**src/rtl/branch_resolver_bht.sv**
```systemverilog
// Branch direction predictor and mispredict resolver: a direct-mapped table of
// saturating counters, a registered flush/redirect pulse and saturating perf counters.
module branch_resolver_bht #(
    parameter int XLEN  = 32,
    parameter int IDX_W = 6,
    parameter int CNT_W = 2,
    parameter int CTR_W = 16
) (
    input  logic             CLK,
    input  logic             RST,
    input  logic [XLEN-1:0]  if_pc,
    output logic             pred_taken,
    input  logic             res_valid,
    input  logic             res_is_branch,
    input  logic             res_is_jump,
    input  logic [XLEN-1:0]  res_pc,
    input  logic             res_pred_taken,
    input  logic             res_taken,
    input  logic [XLEN-1:0]  res_target,
    output logic             wrong,
    output logic [XLEN-1:0]  redirect_pc,
    output logic [CTR_W-1:0] branch_count,
    output logic [CTR_W-1:0] mispredict_count
);

    localparam int DEPTH = 1 << IDX_W;
    localparam logic [CNT_W-1:0] WNT = CNT_W'((1 << (CNT_W - 1)) - 1);

    logic [CNT_W-1:0] tbl_q [DEPTH];
    logic             wrong_q, wrong_d;
    logic [XLEN-1:0]  redir_q, redir_d;
    logic [CTR_W-1:0] bcnt_q, bcnt_d, mcnt_q, mcnt_d;

    logic [IDX_W-1:0] fidx, ridx;
    logic             accept, act, mispred, train;
    logic [CNT_W-1:0] cnt_cur, cnt_d;

    assign fidx = if_pc[IDX_W+1:2];
    assign ridx = res_pc[IDX_W+1:2];

    // No bypass: a lookup colliding with a same-cycle update sees the old value.
    assign pred_taken = tbl_q[fidx][CNT_W-1];

    // Resolves arriving while a flush is pending are on the squashed path.
    assign accept  = res_valid & ~wrong_q & (res_is_branch | res_is_jump);
    assign act     = res_is_jump ? 1'b1 : res_taken;
    assign mispred = accept & (act != res_pred_taken);
    assign train   = accept & res_is_branch & ~res_is_jump;
    assign cnt_cur = tbl_q[ridx];

    always_comb begin
        cnt_d = cnt_cur;
        if (act && cnt_cur != {CNT_W{1'b1}})
            cnt_d = cnt_cur + CNT_W'(1);
        else if (!act && cnt_cur != '0)
            cnt_d = cnt_cur - CNT_W'(1);
    end

    always_comb begin
        wrong_d = mispred;
        redir_d = redir_q;
        bcnt_d  = bcnt_q;
        mcnt_d  = mcnt_q;
        if (mispred)
            redir_d = act ? res_target : res_pc + XLEN'(4);
        if (accept && bcnt_q != {CTR_W{1'b1}})
            bcnt_d = bcnt_q + CTR_W'(1);
        if (mispred && mcnt_q != {CTR_W{1'b1}})
            mcnt_d = mcnt_q + CTR_W'(1);
    end

    always_ff @(posedge CLK or posedge RST) begin
        if (RST) begin
            wrong_q <= 1'b0;
            redir_q <= '0;
            bcnt_q  <= '0;
            mcnt_q  <= '0;
        end else begin
            wrong_q <= wrong_d;
            redir_q <= redir_d;
            bcnt_q  <= bcnt_d;
            mcnt_q  <= mcnt_d;
        end
    end

    always_ff @(posedge CLK or posedge RST) begin
        if (RST) begin
            for (int i = 0; i < DEPTH; i++)
                tbl_q[i] <= WNT;
        end else if (train) begin
            tbl_q[ridx] <= cnt_d;
        end
    end

    assign wrong            = wrong_q;
    assign redirect_pc      = redir_q;
    assign branch_count     = bcnt_q;
    assign mispredict_count = mcnt_q;

    logic unused_pc_bits;
    assign unused_pc_bits = ^{if_pc[XLEN-1:IDX_W+2], if_pc[1:0]};

endmodule

```
**config.mk**
```make
export PLATFORM = sky130hd
export DESIGN_NAME = branch_resolver_bht
export DESIGN_NICKNAME = d
export VERILOG_FILES = /design/src/rtl/branch_resolver_bht.sv
export SDC_FILE = /design/constraint.sdc
export NUM_CORES = 1
export LEC_CHECK = 0
export CAP_MARGIN = 20
export CORE_MARGIN = 5
export CORE_UTILIZATION = 40
export DETAILED_ROUTE_END_ITERATION = 10
export SLEW_MARGIN = 20
export SYNTH_ARGS = -nofsm -noshare
export SYNTH_HDL_FRONTEND = slang
export SYNTH_SLANG_ARGS = --single-unit
```
**constraint.sdc**
```tcl
create_clock -name CLK -period 6.7 [get_ports CLK]
set_clock_uncertainty 0.2 [all_clocks]
set_input_delay 0.67 -clock CLK [delete_from_list [all_inputs] [get_ports CLK]]
set_output_delay 0.67 -clock CLK [all_outputs]
set_load 0.05 [all_outputs]
```
* Yosys cells after proc, flatten, opt, wreduce, memory -nomap -nowiden
Cells that the tools add are included.
** Cells by class
- Equal/unequal tests :: 4
- Bitwise operators :: 10
- Magnitude comparators :: 3
- Reductions and logical operators :: 7
- Add/sub/neg operators :: 5
- Mux-type cells :: 13
** Operator list (count)
- 128-bit bitwise mux :: 1
- 16-bit by 1-bit adder with 16-bit output, second input constant :: 2
- 32-bit by 3-bit adder with 32-bit output, second input constant :: 1
- 32-bit 2-to-1 mux :: 1
- 16-bit inequality test, second input constant :: 2
- 2-bit binary-select mux with 6-bit select :: 2
- 7-bit greater-or-equal comparator, second input constant :: 2
- 2-bit 2-to-1 mux :: 7
- 6-bit NOT with 7-bit output :: 2
- 2-bit demux with 6-bit select :: 1
- 7-bit by 1-bit < comparator with 1-bit output, second input constant :: 1
- 1-bit AND :: 5
- 1-bit logical AND :: 5
- 2-bit by 1-bit adder with 2-bit output, second input constant :: 1
- 2-bit inequality test, second input constant :: 1
- 1-bit NOT :: 2
- 2-bit nonzero test :: 1
- 2-bit by 1-bit subtractor with 2-bit output, second input constant :: 1
- 1-bit zero test :: 1
- 1-bit 2-to-1 mux :: 1
- 1-bit inequality test :: 1
- 1-bit OR :: 1
** Word-level totals
- Output and inout bits :: 66
- Word-level logic and storage cells :: 110
- Input bits :: 103
- Register bits :: 193

* Logic depth before layout (Yosys ltp)
- Word-level depth :: 9
- Depth in mapped cells :: 20
- Gate-level depth less buffers :: 12

* Worst setup path after synthesis
No wires, ideal clock.
- Kind :: input to register
- Start point :: in res_pc[3]
- End point :: reg tbl_q[16] in the netlist's numbering
- Data arrival time :: 3771 ps
- Data required time :: 6422 ps
- Path buffers :: 7
- Setup time :: 78 ps
- Cell stages on the path :: 17
- Slack :: 2651 ps
- Cells stage by stage :: buf_6 > buf_6 > buf_8 > buf_6 > mux2_2 > a32oi_1 > o221ai_1 > and2_1 > clkbuf_1 > nor4_1 > ha_1 > nand2_1 > nand2_1 > clkbuf_1 > clkbuf_1 > o31ai_4 > a31oi_1
** Between the ends
- Longest elaborated chain between the ends :: 9
- Elaborated cells on any way between the ends :: 18
- Those cells by class :: add/sub (2); order compare (2); eq/ne (1); mux (8); bitwise (1); reduce/logical (4)
** Ends and longest elaborated chain
- start, declared :: RTL line 16 : input logic [XLEN-1:0] res_pc,
- 6-bit NOT with 7-bit output (implied by the code) (*) :: RTL line 49, 91
- branches (longest 7 deep; another with 2-bit by 1-bit subtractor with 2-bit output)
- 128-bit bitwise mux (*) :: RTL line 91 : tbl_q[ridx] <= cnt_d;
- end signal, assigned by index :: RTL line 91
- end, declared :: RTL line 29 : logic [CNT_W-1:0] tbl_q [DEPTH];
Every way passes the cells marked *. The select of a mux whose other input is x is not followed.
A chain may end at the register's enable or synchronous reset.

* Worst setup path in the final report
- Start point :: in if_pc[3]
- End point :: out pred_taken
** Between the ends
- Longest elaborated chain between the ends :: 4
** Ends and longest elaborated chain
- start, declared :: RTL line 11 : input logic [XLEN-1:0] if_pc,
- 6-bit NOT with 7-bit output (implied by the code) :: RTL line 42 : assign pred_taken = tbl_q[fidx][CNT_W-1];
- 2-bit binary-select mux with 6-bit select :: RTL line 42
- 2-bit 2-to-1 mux (implied by the code) (2 in a row) :: RTL line 42
- end, declared :: RTL line 12 : output logic pred_taken,
Every way passes these cells. The select of a mux whose other input is x is not followed.

==> results.sh <==
export IMPL_first_pass_iters=5
export IMPL_critPathKind="primary input to output port"
export IMPL_yosys_warnings=0
export IMPL_synthFlopType="dfrtp_1"
export IMPL_initial_core_util=0.403
export IMPL_slew_headroom=0.212
export IMPL_path_clk_slew_ns=0.08
export IMPL_ctsResizeCount=0
export IMPL_synth_area_leaders="dfrtp_1 28%, dfstp_2 15%, mux2_2 7.0%"
export IMPL_via_per_inst=5.73
export IMPL_worst_slew_pin_slew_ns=1.18
export IMPL_post_place_cells=1578
export IMPL_finalNetCount=1321
export IMPL_setup_viol=0
export IMPL_status="finished clean"
export IMPL_finalHoldViolCount=0
export IMPL_wire_per_inst_um=21.1
export IMPL_synth_most_common_cell="nand2_1"
export IMPL_powerDensity_mw_per_mm2=243
export IMPL_hp_class="flip-flop to flip-flop"
export IMPL_cts_hold_fix_buffers=0
export IMPL_area_growth_pct=20.3
export IMPL_antenna_found_initial=0
export IMPL_die_h_um=180
export IMPL_placed_area_mm2=0.0133
export IMPL_synth_edf_count=0
export IMPL_holdWs_ns=0.282
export IMPL_ys_seq_area_frac=0.425
export IMPL_synth_commonest_cells="138 x nand2_1, 129 x dfrtp_1, 74 x nor2_1, 72 x mux2_2, 64 x dfstp_2"
export IMPL_syn_cell_area_mm2=0.0115
export IMPL_synth_seq_cells=193
export IMPL_synth_nets=1211
export IMPL_fin_crit_ns=4.96
export IMPL_grt_max_degree=75
export IMPL_antenna_cells=0
export IMPL_dieWidth_um=180
export IMPL_root_buffer="clkbuf_16"
export IMPL_cap_violations=0
export IMPL_drive_above_1_share=0.233
export IMPL_rows=62
export IMPL_final_antenna_net_count=0
export IMPL_cp_max_fo=16
export IMPL_cp_start_kind="primary input"
export IMPL_tritoncts="built"
export IMPL_dp_hpwl_um=23500
export IMPL_max_freq_ghz=0.202
export IMPL_setup_tns_ns=0
export IMPL_cts_sinks=193
export IMPL_first_global_vias=9124
export IMPL_syn_avg_cell_area_um2=10.5
export IMPL_finalNonFillerCells=1610
export IMPL_drt_initial_drc_count=841
export IMPL_port_buffers=142
export IMPL_clock_path_buffers=2
export IMPL_grt_pass1_wl_um=54500
export IMPL_final_max_slew_violation_count=0
export IMPL_routed_wl_um=34000
export IMPL_peakVddDrop_mv=0.138
export IMPL_yosys_area_top_type_share=0.280
export IMPL_grt_util_all_layers=0.209
export IMPL_num_vias=9222
export IMPL_place_ws_ns=1.59
export IMPL_rsz0062_at_grt="no"
export IMPL_synth_cells=1103
export IMPL_async_flop_share=1.00
export IMPL_critical_path_required_ns=5.83
export IMPL_die_area_mm2=0.0324
export IMPL_final_util=0.485
export IMPL_finalWorstSetupSlack_ns=1.74
export IMPL_arrival_ns=4.09
export IMPL_overflow=0
export IMPL_clk_latency_ns=0.45
export IMPL_cts_setup_buffers=0
export IMPL_fin_crit_sh=0.740
export IMPL_fin_area_mm2=0.0139
export IMPL_globalplace_congestion=0.879
export IMPL_synth_top_area_cell="dfrtp_1"
export IMPL_drt_drc_violations_left=0
export IMPL_htreeDepth=4
export IMPL_num_io_pins=169
export IMPL_cts_inserted_buffers=17
export IMPL_power_mw=3.37
export IMPL_yosysUniqueCellTypes=78
export IMPL_worstSetupEndpointType="output port"
export IMPL_power_leakage_nw=5.59
export IMPL_core_area_mm2=0.0286
-- flip-flops by register name, indices dropped and copies added (netlist names) --
signal	count
branch_count	16
mispredict_count	16
redirect_pc	32
tbl_q	128
wrong	1
-- final timing paths --
check                      cells after the start             from               to  slack, ns
setup / recovery                               5         if_pc[3]       pred_taken       1.74
hold / removal                                 2  redirect_pc[14]  redirect_pc[14]       0.28
setup reg to reg                              13       tbl_q[110]        tbl_q[94]       2.70
hold reg to reg                                2  redirect_pc[14]  redirect_pc[14]       0.28
max in group asynchronous                      3              RST        tbl_q[29]       4.50
min in group asynchronous                      2              RST        tbl_q[79]       0.46
-- critical path, cell delays in order --
cell	delay (ns)
clkdlybuf4s50_1	1.15
mux4_2	0.45
mux4_2	0.55
mux4_2	0.53
clkdlybuf4s50_1	0.73
-- where the power goes --
group | switching [mW] | internal [mW]
Combinational | 0.566 | 0.326
Sequential | 0.0995 | 1.30
Clock | 0.533 | 0.541
Total | 1.20 | 2.17
-- cells in the final DEF, fill, tap and decap left out, types with 25 or more instances in the layout --
master           count
mux2_2              72
mux2i_1             43
xor2_1              26
dfrtp_1            129
xnor2_1             31
mux4_2              32
nand2_1            136
dfstp_2             64
buf_4               25
nand3_1             42
o21ai_0             29
clkdlybuf4s50_1    139
nor2_1              73
-- kinds of logic (layout without fill, tap and decap cells) --
kind of cell / after synthesis / in the layout / synth area share
compound gates: 195 / 195 / 0.129
xor+xnor: 57 / 57 / 0.0432
buf+inv: 100 / 223 / 0.0491
simple gates: 403 / 403 / 0.175
flops: 193 / 193 / 0.425
mux: 150 / 150 / 0.173
fa+ha+maj: 5 / 5 / 0.00542
-- layer usage --
| metal | wire length, um | vias up | global-route usage |
|---|---|---|---|
| li1 | - | 4276 | - |
| met3 | 2530 | 39 | 0.0408 |
| met1 | 15700 | 4517 | 0.306 |
| met2 | 15100 | 388 | 0.320 |
| met4 | 563 | 2 | 0.0533 |
| met5 | 40 | - | 0.00889 |
-- cell type report --
class	count	area [um2]
Fill cell	2621	14700
Multi-Input combinational cell	810	6130
Sequential cell	193	4910
Timing Repair Buffer	171	1670
Tap cell	384	480
Clock buffer	17	425
Clock inverter	15	189
Inverter	20	82.6
(Power assumes the default switching activity.)
